$ cat config.mk
export PLATFORM = sky130hd
export DESIGN_NAME = qspi_flash_responder_flat
export DESIGN_NICKNAME = d
export VERILOG_FILES = /design/src/rtl/qspi_flash_responder_if.sv /design/src/rtl/qspi_flash_responder.sv /design/src/flat_wrapper.sv
export SDC_FILE = /design/constraint.sdc
export NUM_CORES = 1
export LEC_CHECK = 0
export ABC_AREA = 0
export CAP_MARGIN = 10
export CORE_MARGIN = 8
export CORE_UTILIZATION = 26
export DETAILED_ROUTE_END_ITERATION = 8
export HOLD_SLACK_MARGIN = 0.12
export PLACE_DENSITY = 0.4
export RECOVER_POWER = 25
export SYNTH_ARGS = -nofsm -noshare
export SYNTH_HDL_FRONTEND = slang
export SYNTH_SLANG_ARGS = --single-unit
$ cat constraint.sdc
create_clock -name clk -period 3.7 [get_ports clk]
set_clock_uncertainty 0.2 [all_clocks]
set_input_delay 0.37 -clock clk [delete_from_list [all_inputs] [get_ports clk]]
set_output_delay 0.37 -clock clk [all_outputs]
set_load 0.01 [all_outputs]
$ cat src/rtl/qspi_flash_responder_if.sv
// rtl/qspi_flash_responder_if.sv - SPI pins and byte memory port of the flash responder
interface qspi_flash_responder_if #(
   parameter int ADDR_W = 24
);
   logic              sck;
   logic              ss_n;
   logic              mosi;
   logic              miso_o;
   logic              miso_t;
   logic              mem_rd;
   logic [ADDR_W-1:0] mem_addr;
   logic [7:0]        mem_rdata;
   logic              busy;

   modport slave (
      input  sck, ss_n, mosi, mem_rdata,
      output miso_o, miso_t, mem_rd, mem_addr, busy
   );

   modport master (
      output sck, ss_n, mosi, mem_rdata,
      input  miso_o, miso_t, mem_rd, mem_addr, busy
   );
endinterface

$ cat src/rtl/qspi_flash_responder.sv
// rtl/qspi_flash_responder.sv - mode-0 serial flash target serving READ, READ ID and READ STATUS
module qspi_flash_responder #(
   parameter int          ADDR_W   = 24,
   parameter logic [23:0] JEDEC_ID = 24'hEF4018,
   parameter logic [7:0]  STATUS   = 8'h00
) (
   input  logic                  clk,
   input  logic                  resetn,
   qspi_flash_responder_if.slave bus
);
   typedef enum logic [2:0] {
      S_IDLE, S_CMD, S_ADDR, S_DATA, S_ID, S_STAT, S_IGNORE
   } state_t;

   state_t            state;
   logic [2:0]        sck_s;
   logic [1:0]        ss_s;
   logic [1:0]        mosi_s;
   logic [1:0]        sync_ok;
   logic              armed;
   logic [23:0]       in_sh;
   logic [4:0]        bit_cnt;
   logic [2:0]        b;
   logic [7:0]        out_sh;
   logic [7:0]        byte_buf;
   logic [ADDR_W-1:0] addr;
   logic [1:0]        id_idx;
   logic              rd_pend;
   logic              miso_t_q;
   logic              mem_rd_q;
   logic [ADDR_W-1:0] mem_addr_q;

   logic              sck_rise;
   logic              sck_fall;
   logic              ss_high;
   logic [23:0]       in_next;
   logic [ADDR_W-1:0] addr_inc;

   assign sck_rise = sck_s[1] & ~sck_s[2];
   assign sck_fall = ~sck_s[1] & sck_s[2];
   assign ss_high  = ss_s[1];
   assign in_next  = {in_sh[22:0], mosi_s[1]};
   assign addr_inc = addr + ADDR_W'(1);

   assign bus.miso_o   = out_sh[7];
   assign bus.miso_t   = miso_t_q;
   assign bus.mem_rd   = mem_rd_q;
   assign bus.mem_addr = mem_addr_q;
   assign bus.busy     = ~ss_high;

   function automatic logic [7:0] id_byte(input logic [1:0] idx);
      case (idx)
         2'd0:    return JEDEC_ID[23:16];
         2'd1:    return JEDEC_ID[15:8];
         default: return JEDEC_ID[7:0];
      endcase
   endfunction

   always_ff @(posedge clk or negedge resetn) begin
      if (!resetn) begin
         state      <= S_IDLE;
         sck_s      <= '0;
         ss_s       <= 2'b11;
         mosi_s     <= '0;
         sync_ok    <= '0;
         armed      <= 1'b0;
         in_sh      <= '0;
         bit_cnt    <= '0;
         b          <= '0;
         out_sh     <= '0;
         byte_buf   <= '0;
         addr       <= '0;
         id_idx     <= '0;
         rd_pend    <= 1'b0;
         miso_t_q   <= 1'b1;
         mem_rd_q   <= 1'b0;
         mem_addr_q <= '0;
      end else begin
         sck_s    <= {sck_s[1:0], bus.sck};
         ss_s     <= {ss_s[0], bus.ss_n};
         mosi_s   <= {mosi_s[0], bus.mosi};
         sync_ok  <= {sync_ok[0], 1'b1};
         mem_rd_q <= 1'b0;
         rd_pend  <= mem_rd_q & ~ss_high;

         if (rd_pend && state == S_DATA && !ss_high)
            byte_buf <= bus.mem_rdata;

         // A transfer only starts after ss_n has been seen high through a refilled synchronizer
         if (ss_high) begin
            state    <= S_IDLE;
            miso_t_q <= 1'b1;
            out_sh   <= '0;
            armed    <= sync_ok[1];
         end else begin
            case (state)
               S_IDLE: begin
                  if (armed) begin
                     state   <= S_CMD;
                     armed   <= 1'b0;
                     bit_cnt <= '0;
                     b       <= '0;
                  end
               end
               S_CMD: begin
                  if (sck_rise) begin
                     in_sh   <= in_next;
                     bit_cnt <= bit_cnt + 5'd1;
                     if (bit_cnt == 5'd7) begin
                        bit_cnt <= '0;
                        case (in_next[7:0])
                           8'h03: state <= S_ADDR;
                           8'h9F: begin
                              state    <= S_ID;
                              byte_buf <= JEDEC_ID[23:16];
                              id_idx   <= 2'd1;
                           end
                           8'h05: begin
                              state    <= S_STAT;
                              byte_buf <= STATUS;
                           end
                           default: state <= S_IGNORE;
                        endcase
                     end
                  end
               end
               S_ADDR: begin
                  if (sck_rise) begin
                     in_sh   <= in_next;
                     bit_cnt <= bit_cnt + 5'd1;
                     if (bit_cnt == 5'd23) begin
                        state      <= S_DATA;
                        addr       <= ADDR_W'(in_next);
                        mem_addr_q <= ADDR_W'(in_next);
                        mem_rd_q   <= 1'b1;
                     end
                  end
               end
               S_DATA, S_ID, S_STAT: begin
                  if (sck_fall) begin
                     miso_t_q <= 1'b0;
                     b        <= b + 3'd1;
                     if (b == 3'd0) begin
                        out_sh <= byte_buf;
                        // Prefetch the following byte a whole byte-time ahead of its load
                        if (state == S_DATA) begin
                           addr       <= addr_inc;
                           mem_addr_q <= addr_inc;
                           mem_rd_q   <= 1'b1;
                        end else if (state == S_ID) begin
                           byte_buf <= id_byte(id_idx);
                           id_idx   <= (id_idx == 2'd2) ? 2'd0 : id_idx + 2'd1;
                        end
                     end else begin
                        out_sh <= {out_sh[6:0], 1'b0};
                     end
                  end
               end
               default: ;
            endcase
         end
      end
   end
endmodule
$ cat src/flat_wrapper.sv
// flat-port wrapper written by rule: the top's interface ports become plain ports
module qspi_flash_responder_flat 
#(
   parameter int          ADDR_W   = 24,
   parameter logic [23:0] JEDEC_ID = 24'hEF4018,
   parameter logic [7:0]  STATUS   = 8'h00
)
  (clk, resetn, bus_sck, bus_ss_n, bus_mosi, bus_mem_rdata, bus_miso_o, bus_miso_t, bus_mem_rd, bus_mem_addr, bus_busy);
  qspi_flash_responder_if #(.ADDR_W(ADDR_W)) bus_i ();
  input  logic clk;
  input  logic resetn;
  input wire logic [$bits(bus_i.sck)-1:0] bus_sck;
  input wire logic [$bits(bus_i.ss_n)-1:0] bus_ss_n;
  input wire logic [$bits(bus_i.mosi)-1:0] bus_mosi;
  input wire logic [$bits(bus_i.mem_rdata)-1:0] bus_mem_rdata;
  output wire logic [$bits(bus_i.miso_o)-1:0] bus_miso_o;
  output wire logic [$bits(bus_i.miso_t)-1:0] bus_miso_t;
  output wire logic [$bits(bus_i.mem_rd)-1:0] bus_mem_rd;
  output wire logic [$bits(bus_i.mem_addr)-1:0] bus_mem_addr;
  output wire logic [$bits(bus_i.busy)-1:0] bus_busy;
  assign bus_i.sck = bus_sck;
  assign bus_i.ss_n = bus_ss_n;
  assign bus_i.mosi = bus_mosi;
  assign bus_i.mem_rdata = bus_mem_rdata;
  assign bus_miso_o = bus_i.miso_o;
  assign bus_miso_t = bus_i.miso_t;
  assign bus_mem_rd = bus_i.mem_rd;
  assign bus_mem_addr = bus_i.mem_addr;
  assign bus_busy = bus_i.busy;
  qspi_flash_responder #(.ADDR_W(ADDR_W), .JEDEC_ID(JEDEC_ID), .STATUS(STATUS)) u_core (.clk(clk), .resetn(resetn), .bus(bus_i));
endmodule
==> flow_summary_export.csv, run 1 <==
group,metric,value,unit
place,placedCellCount,716,
die,dieArea,22330,sq um
sta,period_needed,2.754,ns
die,dieHeight,149.4,microns
pwr,p_per_area,427.3,nW/um^2
place,dpl_cell_area,5278,sq um
die,coreArea,17360,sq um
global_routing,antenna_found_initial,0,
critical_path,path_buf_inv,3,
clocking,htreeDepth,3,
pwr,p_total,2.389,mW
logic_synthesis,synthTopCellsByArea,"dfrtp_1, mux2_2, a21oi_1",
drt,wl,13080,microns
drt,drc,0,
drt,dr_total_vias,3729,
logic_synthesis,synth_area_per_cell,9.953,sq um
finish,drive_above_1_share,13.98,%
drt,drt_pass1_iterations,4,
pwr,netSwitchingPower,643.2,uW
critical_path,required,3.77,ns
critical_path,critPathCaptureType,"register",
critical_path,critical_path.max_stage_delay,0.55,ns
sta,setup_tns,0,ns
die,start_util,26.67,%
critical_path,startpoint_type,"register",
clocking,cts_max_path_buffers,2,
clocking,clock-sinks,89,
sta,drv_slew,0,
finish,fin_nets,520,
place,dp_hpwl,9153,microns
global_routing,grt_pass1_vias,3775,
critical_path,r2r_setup_slack,0.95,ns
drt,via_per_inst,5.087,
global_routing,grt_start_max_net_pins,54,
place,port_buffers,40,
pwr,max-vdd-ir-drop,213.3,uV
critical_path,slowest_stage,"nor4bb_1",
pwr,seq_power_share,47.4,%
critical_path,path_cells,"inv_1, ha_1, nor4bb_1, a32o_1, nand2_1, clkinv_1, buf_4, o221ai_1, a21oi_1",
sta,slew_headroom,3.151,%
clocking,cts_root_buf,"clkbuf_16",
place,place.gp.congestion,0.7666,
global_routing,grt_pass1_wl,21800,microns
critical_path,crit_type,"register to register",
finish,final_cell_mix,"dfrtp_1, a21oi_1, nand2_1, clkdlybuf4s50_1, nor2_1",
logic_synthesis,synth_edf_count,0,
hold_path,hold_class,"register to register",
logic_synthesis,ys_async_sr_fraction,100.0,%
clocking,cts_tree,"built",
clocking,post_cts_resized,0,
pwr,swShare,26.92,%
global_routing,grt_overflow_total,0,
finish,fin_area,5592,sq um
sta,max_clock_freq,0.3631,GHz
die,fp.dieW,149.4,microns
outcome,status,"complete, no violations",
critical_path,critPathMaxFanout,34,
finish,layout_commonest_cell,"dfrtp_1",
flow_run,cap_violations,0,
pwr,p_clk_share,40.2,%
clocking,cts_made_buffers,9,
logic_synthesis,yosysTopAreaCell,"dfrtp_1",
sta,setup_slack,0.9456,ns
logic_synthesis,synth_top_area_share,46.50,%
sta,hold_violations,0,
drt,antenna_left,0,
drt,wl_per_cell,17.85,microns
finish,diodes,0,
clocking,clk_pin_slew,0.07,ns
finish,layout.cells.non_filler,733,
pwr,p_leak,2.261,nW
sta,setup_viol,0,
sta,rsz0062_at_grt,"false",
die,num_rows,48,
logic_synthesis,ys_ff_latch,89,
pwr,power_frac_comb,12.5,%
drt,initialDrtViolationCount,200,
sta,post-route-period-util,74.44,%
logic_synthesis,synth_cell_types,63,
critical_path,arrival,2.82,ns
logic_synthesis,syn_area,4628,sq um
logic_synthesis,synth_cells,465,
finish,num-fill-cells,1799,
sta,tightestPinTransition,1.453,ns
die,ios,41,
logic_synthesis,syn_nets,482,
finish,area_growth,20.82,%
critical_path,crit_family,"simple AND/OR/NAND/NOR gates",
logic_synthesis,ys.flop_type,"dfrtp_1",
clocking,worstSkewPairLatency,0.34,ns
pwr,p_int,1.746,mW
place,pre_cts_ws,0.9696,ns
logic_synthesis,ys_warn_count,0,
global_routing,grtUsageTotal,12.30,%
logic_synthesis,synth_seq_area_share,48.20,%
[flip-flops by register name, summed over array words and instances, names as in the netlist, 2 cells and up]
name                 flops
u_core.in_sh            23
u_core.sync_ok           2
u_core.bit_cnt           5
u_core.b                 3
u_core.out_sh            8
u_core.bus.mem_addr     24
u_core.id_idx            2
u_core.ss_s              2
u_core.state             3
u_core.mosi_s            2
u_core.sck_s             3
u_core.byte_buf          8
[final cells by class]
| cell class | instances | area [sq um] | share of cell area, % |
|---|---|---|---|
| sequential | 89 | 2231 | 39.90 |
| multi-input combinational | 339 | 2240 | 40.05 |
| inverter | 12 | 45.04 | 0.8055 |
| clock inverter | 5 | 53.80 | 0.9622 |
| clock buffer | 11 | 252.7 | 4.520 |
| tap | 225 | 281.5 | 5.035 |
| timing repair buffer | 52 | 488.0 | 8.727 |
[cells by family (layout without fill, tap and decap cells)]
kind of cell / after synthesis / in the layout / share of synthesized area [%]
flops: 89 / 89 / 48.20
fa+ha+maj: 4 / 4 / 1.081
mux: 40 / 40 / 9.354
buf+inv: 37 / 80 / 3.406
other cells: 1 / 1 / 0.08103
compound gates: 131 / 131 / 18.25
xor+xnor: 2 / 2 / 0.3785
simple gates: 161 / 161 / 19.25
[synth_stat cells, types with 4 or more instances]
| cell | number |
|---|---|
| a211oi_1 | 7 |
| a21oi_1 | 44 |
| a2bb2oi_1 | 13 |
| a31o_2 | 5 |
| buf_2 | 15 |
| clkbuf_1 | 10 |
| dfrtp_1 | 86 |
| ha_1 | 4 |
| inv_1 | 11 |
| mux2_2 | 26 |
| mux2i_1 | 14 |
| nand2_1 | 43 |
| nand2b_1 | 9 |
| nand3_1 | 22 |
| nand4_1 | 7 |
| nor2_1 | 34 |
| nor3_1 | 7 |
| o21ai_0 | 24 |
| o22ai_1 | 13 |
| or3_1 | 6 |
[worst paths after layout]
path	from	to	cells past startpoint
setup / recovery	u_core.b[0]$_DFFE_PN0P_	u_core.bus.mem_addr[21]$_DFFE_PN0P_	9
hold / removal	u_core.sck_s[0]$_DFF_PN0_	u_core.sck_s[1]$_DFF_PN0_	0
setup reg to reg	u_core.b[0]$_DFFE_PN0P_	u_core.bus.mem_addr[21]$_DFFE_PN0P_	9
hold reg to reg	u_core.sck_s[0]$_DFF_PN0_	u_core.sck_s[1]$_DFF_PN0_	0
max in group asynchronous	resetn	u_core.in_sh[7]$_DFFE_PN0P_	3
min in group asynchronous	resetn	u_core.out_sh[1]$_DFFE_PN0P_	2
[per-layer routing]
layer	wire length [microns]	track usage (%)
met1	6334	16.46
met2	6005	19.23
met3	650	3.745
met4	92	2.423
met5	0	0
[metrics by stage]
stage	util [%]	hold slack (ns)
after floorplan	-	-0.1256
after global placement	30.41	0.1336
after detailed placement	30.41	0.1347
after CTS	32.23	0.1441
after global routing	32.22	0.1618
final	32.22	0.1471
[power groups by stage]
| stage | clock [mW] | sequential (mW) | combinational (mW) |
|---|---|---|---|
| finish | 0.960 | 1.13 | 0.298 |
| global route | 1.04 | 1.14 | 0.332 |
| CTS | 1.00 | 1.13 | 0.305 |
| floorplan | 0 | 1.12 | 0.184 |
| detailed placement | 0 | 1.15 | 0.303 |
| global placement | 0 | 1.15 | 0.303 |
[repair_timing]
| item | in CTS | in global routing |
|---|---|---|
| hold endpoints to repair | 49 | 0 |
| buffers inserted | 0 | 0 |
| hold buffers | 1 | 0 |
Note: power is estimated with default switching activity, not from simulation.
==> run 2, diff against run 1 <==
Clock period 3.7 ns to 2.7 ns, I/O delays scaled along.
==> flow_summary_export.csv, run 2 (synthesized netlist as in run 1, its figures left out) <==
group,metric,value,unit
outcome,status,"complete, no violations",
global_routing,grt_overflow_total,0,
clocking,cts_root_buf,"clkbuf_16",
drt,wl_per_cell,17.48,microns
drt,via_per_inst,5.132,
critical_path,startpoint_type,"register",
drt,drt_pass1_iterations,5,
critical_path,r2r_cells,9,
critical_path,r2r-start,"u_core.b[0]$_DFFE_PN0P_",
sta,slew_headroom,29.64,%
place,pre_cts_ws,0.2288,ns
sta,tightestPinTransition,1.055,ns
die,coreArea,17360,sq um
drt,wl,12850,microns
global_routing,grt_pass1_vias,3781,
clocking,clock-sinks,89,
place,dpl_cell_area,5343,sq um
die,ios,41,
critical_path,r2r_setup_slack,0.28,ns
place,port_buffers,40,
finish,layout_commonest_cell,"dfrtp_1",
die,num_rows,48,
finish,fin_nets,522,
critical_path,r2r_end,"u_core.bus.mem_addr[21]$_DFFE_PN0P_",
clocking,clk_pin_slew,0.07,ns
hold_path,hold_class,"register to register",
clocking,post_cts_buffers,0,
die,dieArea,22330,sq um
clocking,cts_made_buffers,9,
flow_run,cap_violations,0,
pwr,p_leak,2.297,nW
critical_path,critPathMaxFanout,34,
finish,drive_above_1_share,14.31,%
finish,area_growth,22.98,%
sta,max_clock_freq,0.4129,GHz
die,start_util,26.67,%
global_routing,antenna_found_initial,0,
sta,setup_tns,0,ns
finish,final_cell_mix,"dfrtp_1, a21oi_1, nand2_1, clkdlybuf4s50_1, nor2_1",
sta,setup_viol,0,
clocking,worstSkewPairLatency,0.34,ns
drt,dr_total_vias,3772,
sta,post-route-period-util,89.70,%
global_routing,grtUsageTotal,12.15,%
place,place.gp.congestion,0.7780,
pwr,p_total,3.458,mW
sta,rsz0062_at_grt,"false",
hold_path,min_from,"u_core.mosi_s[0]$_DFF_PN0_",
sta,hold_ws,0.1485,ns
global_routing,grt_pass1_wl,21400,microns
pwr,max-vdd-ir-drop,322.1,uV
finish,diodes,0,
die,fp.dieW,149.4,microns
sta,drv_slew,0,
finish,largest_register_ffs,24,
critical_path,critPathCaptureType,"register",
clocking,cts_max_path_buffers,2,
clocking,cts_tree,"built",
critical_path,required,2.76,ns
sta,period_needed,2.422,ns
critical_path,crit_type,"register to register",
hold_path,min_path_cells,0,
drt,antenna_left,0,
finish,fin_area,5692,sq um
place,dp_hpwl,8844,microns
hold_path,min_to,"u_core.mosi_s[1]$_DFF_PN0_",
global_routing,grt_start_max_net_pins,53,
pwr,p_per_area,607.6,nW/um^2
drt,drc,0,
critical_path,arrival,2.48,ns
sta,hold_violations,0,
clocking,htreeDepth,3,
drt,initialDrtViolationCount,235,
die,dieHeight,149.4,microns
sta,setup_slack,0.2781,ns
==> run 2: how the worst max path moves through the flow <==
stage / start / cells after the start / endpoint / slack, ns
after detailed placement: u_core.b[0]$_DFFE_PN0P_ / 9 / u_core.bus.mem_addr[21]$_DFFE_PN0P_ / 0.23
after floorplan: u_core.bit_cnt[0]$_DFFE_PN0P_ / 8 / u_core.bus.mem_addr[11]$_DFFE_PN0P_ / 0.61
after global placement: u_core.bus.mem_addr[0]$_DFFE_PN0P_ / 6 / u_core.bus.mem_addr[22]$_DFFE_PN0P_ / 0.31
final: u_core.b[0]$_DFFE_PN0P_ / 9 / u_core.bus.mem_addr[21]$_DFFE_PN0P_ / 0.28
after CTS: u_core.b[0]$_DFFE_PN0P_ / 9 / u_core.bus.mem_addr[21]$_DFFE_PN0P_ / 0.18
after global routing: u_core.b[0]$_DFFE_PN0P_ / 9 / u_core.bus.mem_addr[21]$_DFFE_PN0P_ / 0.06
==> run 2: through the flow <==
| stage | util, % | std cells |
|---|---|---|
| after global routing | 32.79 | 735 |
| final | 32.79 | 735 |
| after floorplan | - | 465 |
| after CTS | 32.86 | 735 |
| after global placement | 30.78 | 718 |
| after detailed placement | 30.78 | 718 |
==> run 2: cell type report <==
cell class              count  area, sq um
multi-input cells         339         2246
well taps                 225        281.5
clock inverters             6        112.6
inverters                  12        45.04
clock buffers              10        239.0
repair buffers             54        536.8
flip-flops and latches     89         2231
fillers                  1801        11660
==> run 2: worst max-delay path, stage by stage (launching register included) <==
cell and delay [ns]:
dfrtp_1 0.42, inv_1 0.07, ha_1 0.18, nor4bb_2 0.41, a32o_1 0.23, nand2_1 0.18, clkinv_1 0.13, buf_12 0.20
o221ai_1 0.15, a21oi_1 0.16
==> run 2: layer usage <==
layer  part of all wire, %  global-route usage (%)  vias up  wire length (microns)
li1                      -                       -     1810                      -
met1                    49                   16.87     1856                   6310
met2                    45                   18.33       95                   5770
met3                   4.7                   2.446       11                    599
met4                   1.3                   4.291        0                    167
met5                     0                       0        -                      0
==> run 2: what timing repair did <==
item                       CTS  global route
resized for setup            0             1
hold endpoints to repair    39             0
setup endpoints to repair    0             2
hold buffers                 1             0
==> run 2: power breakdown <==
group / internal, mW / leakage [nW] / switching, mW
clock network: 0.934 / 0.173 / 0.554
registers: 1.42 / 1.19 / 0.125
logic: 0.209 / 0.933 / 0.215
total: 2.57 / 2.30 / 0.893
==> run 3, diff against run 2 <==
Settings changed: PLACE_DENSITY 0.4 to not set.
==> flow_summary_export.csv, run 3 (synthesized netlist as in run 1, its figures left out) <==
group,metric,value,unit
finish,fin_area,5657,sq um
global_routing,antenna_found_initial,0,
finish,fin_nets,525,
drt,wl,12360,microns
sta,rsz0062_at_grt,"false",
die,coreArea,17360,sq um
die,fp.dieW,149.4,microns
die,dieHeight,149.4,microns
outcome,status,"complete, no violations",
finish,seq_area,2231,sq um
die,num_rows,48,
finish,area_growth,22.22,%
critical_path,required,2.72,ns
drt,drt_pass1_iterations,5,
critical_path,crit_type,"register to register",
pwr,seq_power_share,46.7,%
critical_path,path_cells,"nand3b_1, nor3b_1, buf_4, mux2i_1, a21oi_1, or3_1",
critical_path,arrival,2.48,ns
sta,setup_slack,0.2483,ns
drt,highest_layer,"met4",
drt,wl_met2,5773,microns
die,dieArea,22330,sq um
drt,drt-met1-wl,5778,microns
drt,antenna_left,0,
pwr,swShare,27.48,%
finish,layout_commonest_cell,"dfrtp_1",
critical_path,crit_family,"simple AND/OR/NAND/NOR gates",
place,dp_hpwl,8547,microns
pwr,p_total,3.292,mW
die,start_util,26.67,%
drt,dr_total_vias,3892,
sta,hold_violations,0,
clocking,worstSkewPairLatency,0.35,ns
flow_run,cap_violations,0,
global_routing,grt_start_max_net_pins,53,
place,placedCellCount,721,
finish,layout.cells.non_filler,738,
critical_path,path_buf_inv,1,
finish,drive_above_1_share,14.81,%
pwr,p_clk_share,39.9,%
drt,met3_length,675,microns
hold_path,hold_class,"register to register",
place,port_buffers,40,
critical_path,slowest_stage,"dfrtp_1",
pwr,p_per_area,581.9,nW/um^2
finish,final_cell_mix,"dfrtp_1, a21oi_1, nand2_1, clkdlybuf4s50_1, nor2_1",
pwr,p_leak,2.283,nW
place,place.gp.congestion,0.8965,
finish,largest_register_ffs,24,
sta,hold_ws,0.1545,ns
finish,num-fill-cells,1767,
critical_path,critical_path.max_stage_delay,0.51,ns
pwr,netSwitchingPower,904.5,uW
global_routing,grtUsageTotal,11.32,%
place,dpl_cell_area,5340,sq um
place,pre_cts_ws,0.1765,ns
sta,setup_viol,0,
clocking,cts_max_path_buffers,2,
sta,max_clock_freq,0.4079,GHz
finish,fin_util,32.59,%
finish,multi_input_comb_area,2240,sq um
clocking,cts_made_buffers,9,
die,ios,41,
clocking,cts_tree,"built",
clocking,cts_root_buf,"clkbuf_16",
global_routing,grt_pass1_wl,20110,microns
sta,period_needed,2.452,ns
clocking,post_cts_buffers,0,
clocking,clk_pin_slew,0.07,ns
global_routing,grt_pass1_vias,3786,
clocking,htreeDepth,3,
pwr,power_frac_comb,13.4,%
drt,initialDrtViolationCount,267,
sta,slew_headroom,14.25,%
critical_path,critPathMaxFanout,12,
critical_path,startpoint_type,"register",
pwr,max-vdd-ir-drop,318.0,uV
clocking,clock-sinks,89,
drt,wl_per_cell,16.74,microns
sta,post-route-period-util,90.80,%
finish,diodes,0,
drt,drc,0,
drt,via_per_inst,5.274,
pwr,p_int,2.387,mW
critical_path,critPathCaptureType,"register",
global_routing,grt_overflow_total,0,
sta,drv_slew,0,
sta,tightestPinTransition,1.286,ns
sta,setup_tns,0,ns
-- run 3: worst paths after layout --
check	startpoint	to	slack [ns]	cells past startpoint
setup / recovery	u_core.state[2]$_DFFE_PN0P_	u_core.byte_buf[1]$_DFF_PN0_	0.25	6
hold / removal	u_core.sync_ok[0]$_DFF_PN0_	u_core.sync_ok[1]$_DFF_PN0_	0.15	0
setup reg to reg	u_core.state[2]$_DFFE_PN0P_	u_core.byte_buf[1]$_DFF_PN0_	0.25	6
hold reg to reg	u_core.sync_ok[0]$_DFF_PN0_	u_core.sync_ok[1]$_DFF_PN0_	0.15	0
max in group asynchronous	resetn	u_core.ss_s[1]$_DFF_PN1_	0.89	3
min in group asynchronous	resetn	u_core.out_sh[5]$_DFFE_PN0P_	0.53	2
-- run 3: power by group through the flow --
stage	registers [mW]	clock network, mW	logic, mW
6_report	1.54	1.31	0.442
3_5_place_dp	1.56	0	0.443
3_3_place_gp	1.55	0	0.435
5_1_grt	1.55	1.39	0.491
4_1_cts	1.54	1.34	0.447
2_1_floorplan	1.54	0	0.253
-- run 3: timing repair --
| item | CTS | global route |
|---|---|---|
| resized for setup | 0 | 1 |
| endpoints found under the setup margin | 0 | 4 |
| hold buffers | 1 | 0 |
| endpoints found under the hold margin | 46 | 0 |
-- run 3: layer usage --
layer / track usage (%) / vias to the layer above
met3: 3.624 / 12
met5: 0 / -
li1: - / 1817
met2: 17.27 / 106
met4: 3.635 / 0
met1: 14.89 / 1957
-- run 3: worst register-to-register path, cell delays in order (launching register included) --
cell and delay [ns]:
dfrtp_1 0.51, nand3b_1 0.28, nor3b_1 0.29, buf_4 0.25
mux2i_1 0.32, a21oi_1 0.12, or3_1 0.37
-- run 3: cell type report --
class | instances | area share, %
Tap cell | 225 | 4.977
Sequential cell | 89 | 39.44
Inverter | 12 | 0.8626
Clock buffer | 11 | 4.291
Multi-Input combinational cell | 339 | 39.59
Timing Repair Buffer | 57 | 9.732
Clock inverter | 5 | 1.106
